<file path="config.mk">
export PLATFORM = sky130hd
export DESIGN_NAME = sprite_mixer
export DESIGN_NICKNAME = d
export VERILOG_FILES = /design/src/rtl/sprite_pkg.sv /design/src/rtl/sprite_channel.sv /design/src/rtl/sprite_mixer.sv
export SDC_FILE = /design/constraint.sdc
export NUM_CORES = 2
export LEC_CHECK = 0
export BUFFER_PORTS_ARGS = -buffer_cell sky130_fd_sc_hd__clkbuf_2
export CAP_MARGIN = 0
export CORE_ASPECT_RATIO = 1.75
export CORE_MARGIN = 8
export CORE_UTILIZATION = 51
export CTS_CLUSTER_SIZE = 30
export DETAILED_ROUTE_END_ITERATION = 7
export PLACE_DENSITY = 0.68
export SYNTH_ARGS = -nofsm -noshare
export SYNTH_HDL_FRONTEND = slang
export SYNTH_HIERARCHICAL = 1
export SYNTH_SLANG_ARGS = --single-unit
</file>
<file path="constraint.sdc">
create_clock -name clk -period 11.4 [get_ports clk]
set_input_delay 1.71 -clock clk [delete_from_list [all_inputs] [get_ports clk]]
set_output_delay 1.71 -clock clk [all_outputs]
set_load 0.05 [all_outputs]
</file>
<file path="src/rtl/sprite_pkg.sv">
// Shared types and defaults for the sprite compositor.
// The shadow and active sprite sets share one config struct.
package sprite_pkg;

    localparam logic [11:0] KEY_COLOR_DEF    = 12'h000;
    localparam logic [11:0] BORDER_COLOR_DEF = 12'h555;

    localparam int SPR_COORD_W = 12;
    localparam int SPR_ADDR_W  = 12;

    typedef struct packed {
        logic                   en;
        logic [SPR_COORD_W-1:0] x;
        logic [SPR_COORD_W-1:0] y;
        logic [7:0]             w;
        logic [7:0]             h;
        logic [1:0]             scale;
        logic [SPR_ADDR_W-1:0]  base;
    } spr_cfg_t;

endpackage

</file>
<file path="src/rtl/sprite_channel.sv">
// One sprite channel: frame-latched active set, hit test and
// sprite ROM address generation (stage 1).
module sprite_channel
    import sprite_pkg::*;
#(
    parameter int COORD_W = SPR_COORD_W,
    parameter int ADDR_W  = SPR_ADDR_W
) (
    input  logic               clk,
    input  logic               rst,
    input  logic               load,
    input  spr_cfg_t           shd,
    input  logic [COORD_W-1:0] x_in,
    input  logic [COORD_W-1:0] y_in,
    output logic               hit,
    output logic [ADDR_W-1:0]  rom_addr
);

    spr_cfg_t           act;
    logic [COORD_W-1:0] sx;
    logic [COORD_W-1:0] sy;
    logic [COORD_W:0]   w_sc;
    logic [COORD_W:0]   h_sc;
    logic [COORD_W:0]   x_end;
    logic [COORD_W:0]   y_end;
    logic [COORD_W-1:0] dx;
    logic [COORD_W-1:0] dy;
    logic [COORD_W+7:0] prod;
    logic [31:0]        addr_sum;
    logic               hit_c;

    // Extents are one bit wider so a sprite past the edge never wraps.
    always_comb begin
        sx       = act.x[COORD_W-1:0];
        sy       = act.y[COORD_W-1:0];
        w_sc     = (COORD_W+1)'(act.w) << act.scale;
        h_sc     = (COORD_W+1)'(act.h) << act.scale;
        x_end    = {1'b0, sx} + w_sc;
        y_end    = {1'b0, sy} + h_sc;
        hit_c    = act.en
                 && (x_in >= sx) && ({1'b0, x_in} < x_end)
                 && (y_in >= sy) && ({1'b0, y_in} < y_end);
        dx       = (x_in - sx) >> act.scale;
        dy       = (y_in - sy) >> act.scale;
        prod     = {8'd0, dy} * {{COORD_W{1'b0}}, act.w};
        addr_sum = 32'(act.base) + 32'(prod) + 32'(dx);
    end

    always_ff @(posedge clk) begin
        if (rst) begin
            act      <= '0;
            hit      <= 1'b0;
            rom_addr <= '0;
        end else begin
            if (load)
                act <= shd;
            hit <= hit_c;
            if (hit_c)
                rom_addr <= addr_sum[ADDR_W-1:0];
        end
    end

endmodule

</file>
<file path="src/rtl/sprite_mixer.sv">
// N-layer sprite compositor: 3-cycle pixel pipeline, border, bg tiles.
// Optional per-frame collision flags under SPRITE_COLLISION_EN.
module sprite_mixer
    import sprite_pkg::*;
#(
    parameter int                N_SPR        = 4,
    parameter int                COORD_W      = SPR_COORD_W,
    parameter int                PIX_W        = 12,
    parameter int                ADDR_W       = SPR_ADDR_W,
    parameter logic [PIX_W-1:0]  KEY_COLOR    = PIX_W'(KEY_COLOR_DEF),
    parameter int                H_ACT        = 640,
    parameter int                V_ACT        = 480,
    parameter int                BORDER       = 5,
    parameter logic [PIX_W-1:0]  BORDER_COLOR = PIX_W'(BORDER_COLOR_DEF),
    parameter int                BG_SHIFT     = 3
) (
    input  logic                      clk,
    input  logic                      rst,
    input  logic                      hs_in,
    input  logic                      vs_in,
    input  logic                      de_in,
    input  logic [COORD_W-1:0]        x_in,
    input  logic [COORD_W-1:0]        y_in,
    input  logic [N_SPR-1:0]          spr_en,
    input  logic [N_SPR*COORD_W-1:0]  spr_x,
    input  logic [N_SPR*COORD_W-1:0]  spr_y,
    input  logic [N_SPR*8-1:0]        spr_w,
    input  logic [N_SPR*8-1:0]        spr_h,
    input  logic [N_SPR*2-1:0]        spr_scale,
    input  logic [N_SPR*ADDR_W-1:0]   spr_base,
    output logic [N_SPR*ADDR_W-1:0]   rom_addr,
    input  logic [N_SPR*PIX_W-1:0]    rom_data,
    output logic [15:0]               bg_addr,
    input  logic [PIX_W-1:0]          bg_data,
    output logic                      hs_out,
    output logic                      vs_out,
    output logic                      de_out,
    output logic [PIX_W-1:0]          data_out,
    output logic [N_SPR-2:0]          collision,
    output logic                      coll_valid
);

    localparam logic [COORD_W-1:0] B_LO = COORD_W'(BORDER);
    localparam logic [COORD_W-1:0] X_HI = COORD_W'(H_ACT - BORDER);
    localparam logic [COORD_W-1:0] Y_HI = COORD_W'(V_ACT - BORDER);

    logic               vs_d;
    logic               frame_edge;
    logic [N_SPR-1:0]   hit1;
    logic [N_SPR-1:0]   hit2;
    logic               de1, hs1, vs1;
    logic               de2, hs2, vs2;
    logic [COORD_W-1:0] x1, y1, x2, y2;
    logic [31:0]        bg_sum;
    logic [N_SPR-1:0]   opaque;
    logic               border2;
    logic [PIX_W-1:0]   pix_n;

    assign frame_edge = vs_in & ~vs_d;

    for (genvar i = 0; i < N_SPR; i++) begin : g_ch
        spr_cfg_t shd;
        assign shd.en    = spr_en[i];
        assign shd.x     = spr_x[i*COORD_W +: COORD_W];
        assign shd.y     = spr_y[i*COORD_W +: COORD_W];
        assign shd.w     = spr_w[i*8 +: 8];
        assign shd.h     = spr_h[i*8 +: 8];
        assign shd.scale = spr_scale[i*2 +: 2];
        assign shd.base  = spr_base[i*ADDR_W +: ADDR_W];

        sprite_channel #(
            .COORD_W (COORD_W),
            .ADDR_W  (ADDR_W)
        ) u_ch (
            .clk      (clk),
            .rst      (rst),
            .load     (frame_edge),
            .shd      (shd),
            .x_in     (x_in),
            .y_in     (y_in),
            .hit      (hit1[i]),
            .rom_addr (rom_addr[i*ADDR_W +: ADDR_W])
        );
    end

    assign bg_sum = 32'(x_in >> BG_SHIFT)
                  + 32'(y_in >> BG_SHIFT) * 32'(H_ACT >> BG_SHIFT);

    always_ff @(posedge clk) begin
        if (rst) begin
            vs_d    <= 1'b0;
            bg_addr <= '0;
            {de1, hs1, vs1} <= '0;
            {de2, hs2, vs2} <= '0;
            x1 <= '0;
            y1 <= '0;
            x2 <= '0;
            y2 <= '0;
            hit2 <= '0;
        end else begin
            vs_d    <= vs_in;
            bg_addr <= bg_sum[15:0];
            {de1, hs1, vs1} <= {de_in, hs_in, vs_in};
            {de2, hs2, vs2} <= {de1, hs1, vs1};
            x1 <= x_in;
            y1 <= y_in;
            x2 <= x1;
            y2 <= y1;
            hit2 <= hit1;
        end
    end

    // Lowest index wins, so scan from the top down.
    always_comb begin
        opaque = '0;
        pix_n  = bg_data;
        for (int i = 0; i < N_SPR; i++)
            opaque[i] = hit2[i] &&
                        (rom_data[i*PIX_W +: PIX_W] != KEY_COLOR);
        for (int i = N_SPR - 1; i >= 0; i--)
            if (opaque[i])
                pix_n = rom_data[i*PIX_W +: PIX_W];
        border2 = (x2 < B_LO) || (x2 >= X_HI) ||
                  (y2 < B_LO) || (y2 >= Y_HI);
        if (border2)
            pix_n = BORDER_COLOR;
        if (!de2)
            pix_n = '0;
    end

    always_ff @(posedge clk) begin
        if (rst) begin
            data_out <= '0;
            {de_out, hs_out, vs_out} <= '0;
        end else begin
            data_out <= pix_n;
            {de_out, hs_out, vs_out} <= {de2, hs2, vs2};
        end
    end

`ifdef SPRITE_COLLISION_EN
    logic [N_SPR-2:0] sticky;
    logic [N_SPR-2:0] coll_hit;
    logic             edge3;

    assign edge3 = vs2 & ~vs_out;

    always_comb begin
        coll_hit = '0;
        for (int i = 1; i < N_SPR; i++)
            coll_hit[i-1] = de2 && opaque[0] && opaque[i];
    end

    // Clear before set: a hit on the edge cycle belongs to the new frame.
    always_ff @(posedge clk) begin
        if (rst) begin
            sticky     <= '0;
            collision  <= '0;
            coll_valid <= 1'b0;
        end else begin
            coll_valid <= edge3;
            if (edge3) begin
                collision <= sticky;
                sticky    <= coll_hit;
            end else begin
                sticky <= sticky | coll_hit;
            end
        end
    end
`else
    assign collision  = '0;
    assign coll_valid = 1'b0;
`endif

endmodule
</file>
==> summary.txt <==
Floorplanning
  • Die Area: 0.0809 mm^2
  • Die Y: 370 um
  • # IOs: 392
  • Initial core utilization: 51.2%
  • DIE WIDTH: 218 um
  • Rows: 130
  • Total core area: 0.0714 mm^2

Logic synthesis
  • Yosys cell types: 112
  • Register area share after synthesis: 19.5%
  • Post-Syn Area: 0.0366 mm^2
  • Top-count cell post-synth: inv_1
  • Ys flop type: dfxtp_1
  • Post-synth top area cell: dfxtp_1
  • Yosys top cell area share: 19.5%
  • Synth Warn #: 6
  • Async S/R FF share, synth: 0%
  • Yosys reg bits: 357
  • Synth top cells by count: inv_1, nor2_1, ha_1
  • Synth area leaders: dfxtp_1, ha_1, fa_1
  • Syn Inst Count: 4272
  • Post-synth EDFFs: 0
  • Synth Area per Inst: 8.56 um^2

Routing
  • Post-DR wirelength/cell: 19.8 um
  • Drt via density: 5.61
  • Via count: 30863
  • Residual DRC: 0
  • DR pass1 iterations: 6
  • Routed WL: 109 mm
  • Final ANT Viol Nets: 0
  • DRT iter0 DRCs: 1498

Worst setup path
  • Family with the most delay on the worst path: adder cells
  • CP most frequent cell: fa_1
  • Arrival time worst endpoint: 9.76 ns
  • Worst Path Buf+Inv: 5
  • Crit Path Max Fanout: 7
  • Crit-path slowest cell: nor3_1
  • Crit path capture type: register
  • R2R setup slack: 3.27 ns
  • Startpoint Class: input pin
  • Max stage delay on crit path: 0.62 ns
  • Crit path kind: in -> reg
  • Critical path required time: 11.93 ns

Layout
  • Final Net Count: 5486
  • Share of layout cells above drive strength 1: 12.5%
  • Filler Cell Count: 6637
  • Area Overhead vs Synth: 10.5%

Placed design
  • Buffers on Ports: 387
  • GPL Wtd Cong: 0.944
  • Post-DP HPWL: 87.7 mm

CTS
  • Htree depth: 2
  • Post-CTS Resized: 0
  • Clock latency on the worst-skew pair: 0.60 ns
  • CTS sink cnt: 357
  • Inserted Clock Buffers: 39
  • Clock root buffer: clkbuf_16
  • Post-CTS Hold Fix Bufs: 0
  • CTS Buffer Depth: 3
  • Worst-path clk slew: 0.07 ns
  • CTS tree: built
  • Setup Buffers After CTS: 0

Global routing
  • GR Overflow Total: 0
  • First-pass GRT wire length: 169 mm
  • Largest net degree at the start of global routing: 93
  • Initial antenna violation count: 4
  • Vias in the first global route: 31425
  • Gr usage total: 26.4%

Timing
  • Slew headroom: 33.9%
  • F_max: 108 MHz
  • Fin. Hold Viols: 0
  • Setup TNS: 0 ns
  • Tcrit/Tclk final: 80.9%
  • RSZ-0062 raised after global routing: false
  • Worst slew pin tran: 0.991 ns
  • Clk_skew: 0.0238 ns
  • Final setup vio count: 0
  • Period minus WS final: 9.23 ns
  • Final Slew Violations: 0

Pwr
  • PwrDens: 143 mW/mm^2
  • Power, Total: 5.79 mW
  • Leakage: 19.2 nW
  • Peak supply drop: 156 uV

Min path
  • HP Class: reg -> reg

Run status
  • Status: finished clean

Flow run
  • Max Cap Viol: 0
-- sequential cells by signal, indices dropped and copies added (netlist names), 4 cells and up --
register            cells
x1                      8
g_ch.u_ch/sy           48
y2                     12
g_ch.u_ch/act         124
g_ch.u_ch/rom_addr     48
data_out               12
g_ch.u_ch/hit           4
hit2                    4
bg_addr                16
y1                     12
g_ch.u_ch/sx           48
x2                     12
-- layout by cell type (no fill, tap or decap), drive strengths merged, types with 142 or more instances in the layout --
cell,Yosys,final
inv,467,474
nor2,456,456
clkbuf,121,435
ha,395,395
mux2i,386,386
dfxtp,357,357
nand2,315,315
a21oi,247,247
fa,234,234
xnor2,142,142
-- final timing paths --
path                                         from                                endpoint  cells past startpoint
hold / removal                   y1[9]$_SDFF_PP0_                        y2[9]$_SDFF_PP0_                      1
hold reg to reg                  y1[9]$_SDFF_PP0_                        y2[9]$_SDFF_PP0_                      1
setup reg to reg  g_ch[0].u_ch/sy[8]$_SDFFE_PP0P_  g_ch[0].u_ch/rom_addr[11]$_SDFFE_PP0P_                     31
setup / recovery                          y_in[0]  g_ch[2].u_ch/rom_addr[11]$_SDFFE_PP0P_                     30
-- metrics by stage --
step	hold WS (ns)	instance area (um^2)	instances	util, %	worst slack, ns
finish	0.427	40400	5506	56.6	2.17
global route	0.449	40400	5503	56.6	1.55
CTS	0.424	40400	5502	56.6	2.14
detailed placement	0.423	39100	5431	54.8	1.53
global placement	0.416	39100	5431	54.8	1.68
floorplan	0.414	36600	4275	-	2.69
-- cell families after synthesis --
logic type / share of synthesized area [%]
other: 0.0103
muxes: 11.7
buffers and inverters: 6.83
xor gates and xnor gates: 5.83
adders and majority gates: 26.3
AOI/OAI and AO/OA: 13.7
and+or+nand+nor: 16.0
DFF: 19.5
-- where the power goes --
part	internal, mW	total (mW)	switching (mW)
combinational	1.36	3.08	1.72
sequential	1.32	1.40	0.0832
clock	0.724	1.31	0.589
total	3.40	5.79	2.39
-- cell type report --
type	instances	area [um^2]	share of cell area, %
repair buffers	409	2110	5.22
clock buffers	49	1070	2.66
flip-flops and latches	357	7150	17.7
clock inverters	22	213	0.526
diodes	4	10.0	0.0248
inverters	470	1760	4.36
well taps	924	1160	2.86
multi-input cells	3271	26900	66.7
-- layer usage --
metal / global-route usage [%] / wire length, um / up-vias
met5: 0 / 13 / -
met4: 13.9 / 6380 / 2
met3: 3.70 / 5080 / 269
met2: 47.6 / 54900 / 772
met1: 29.7 / 42500 / 14738
li1: - / - / 15082
(Power assumes the default switching activity.)
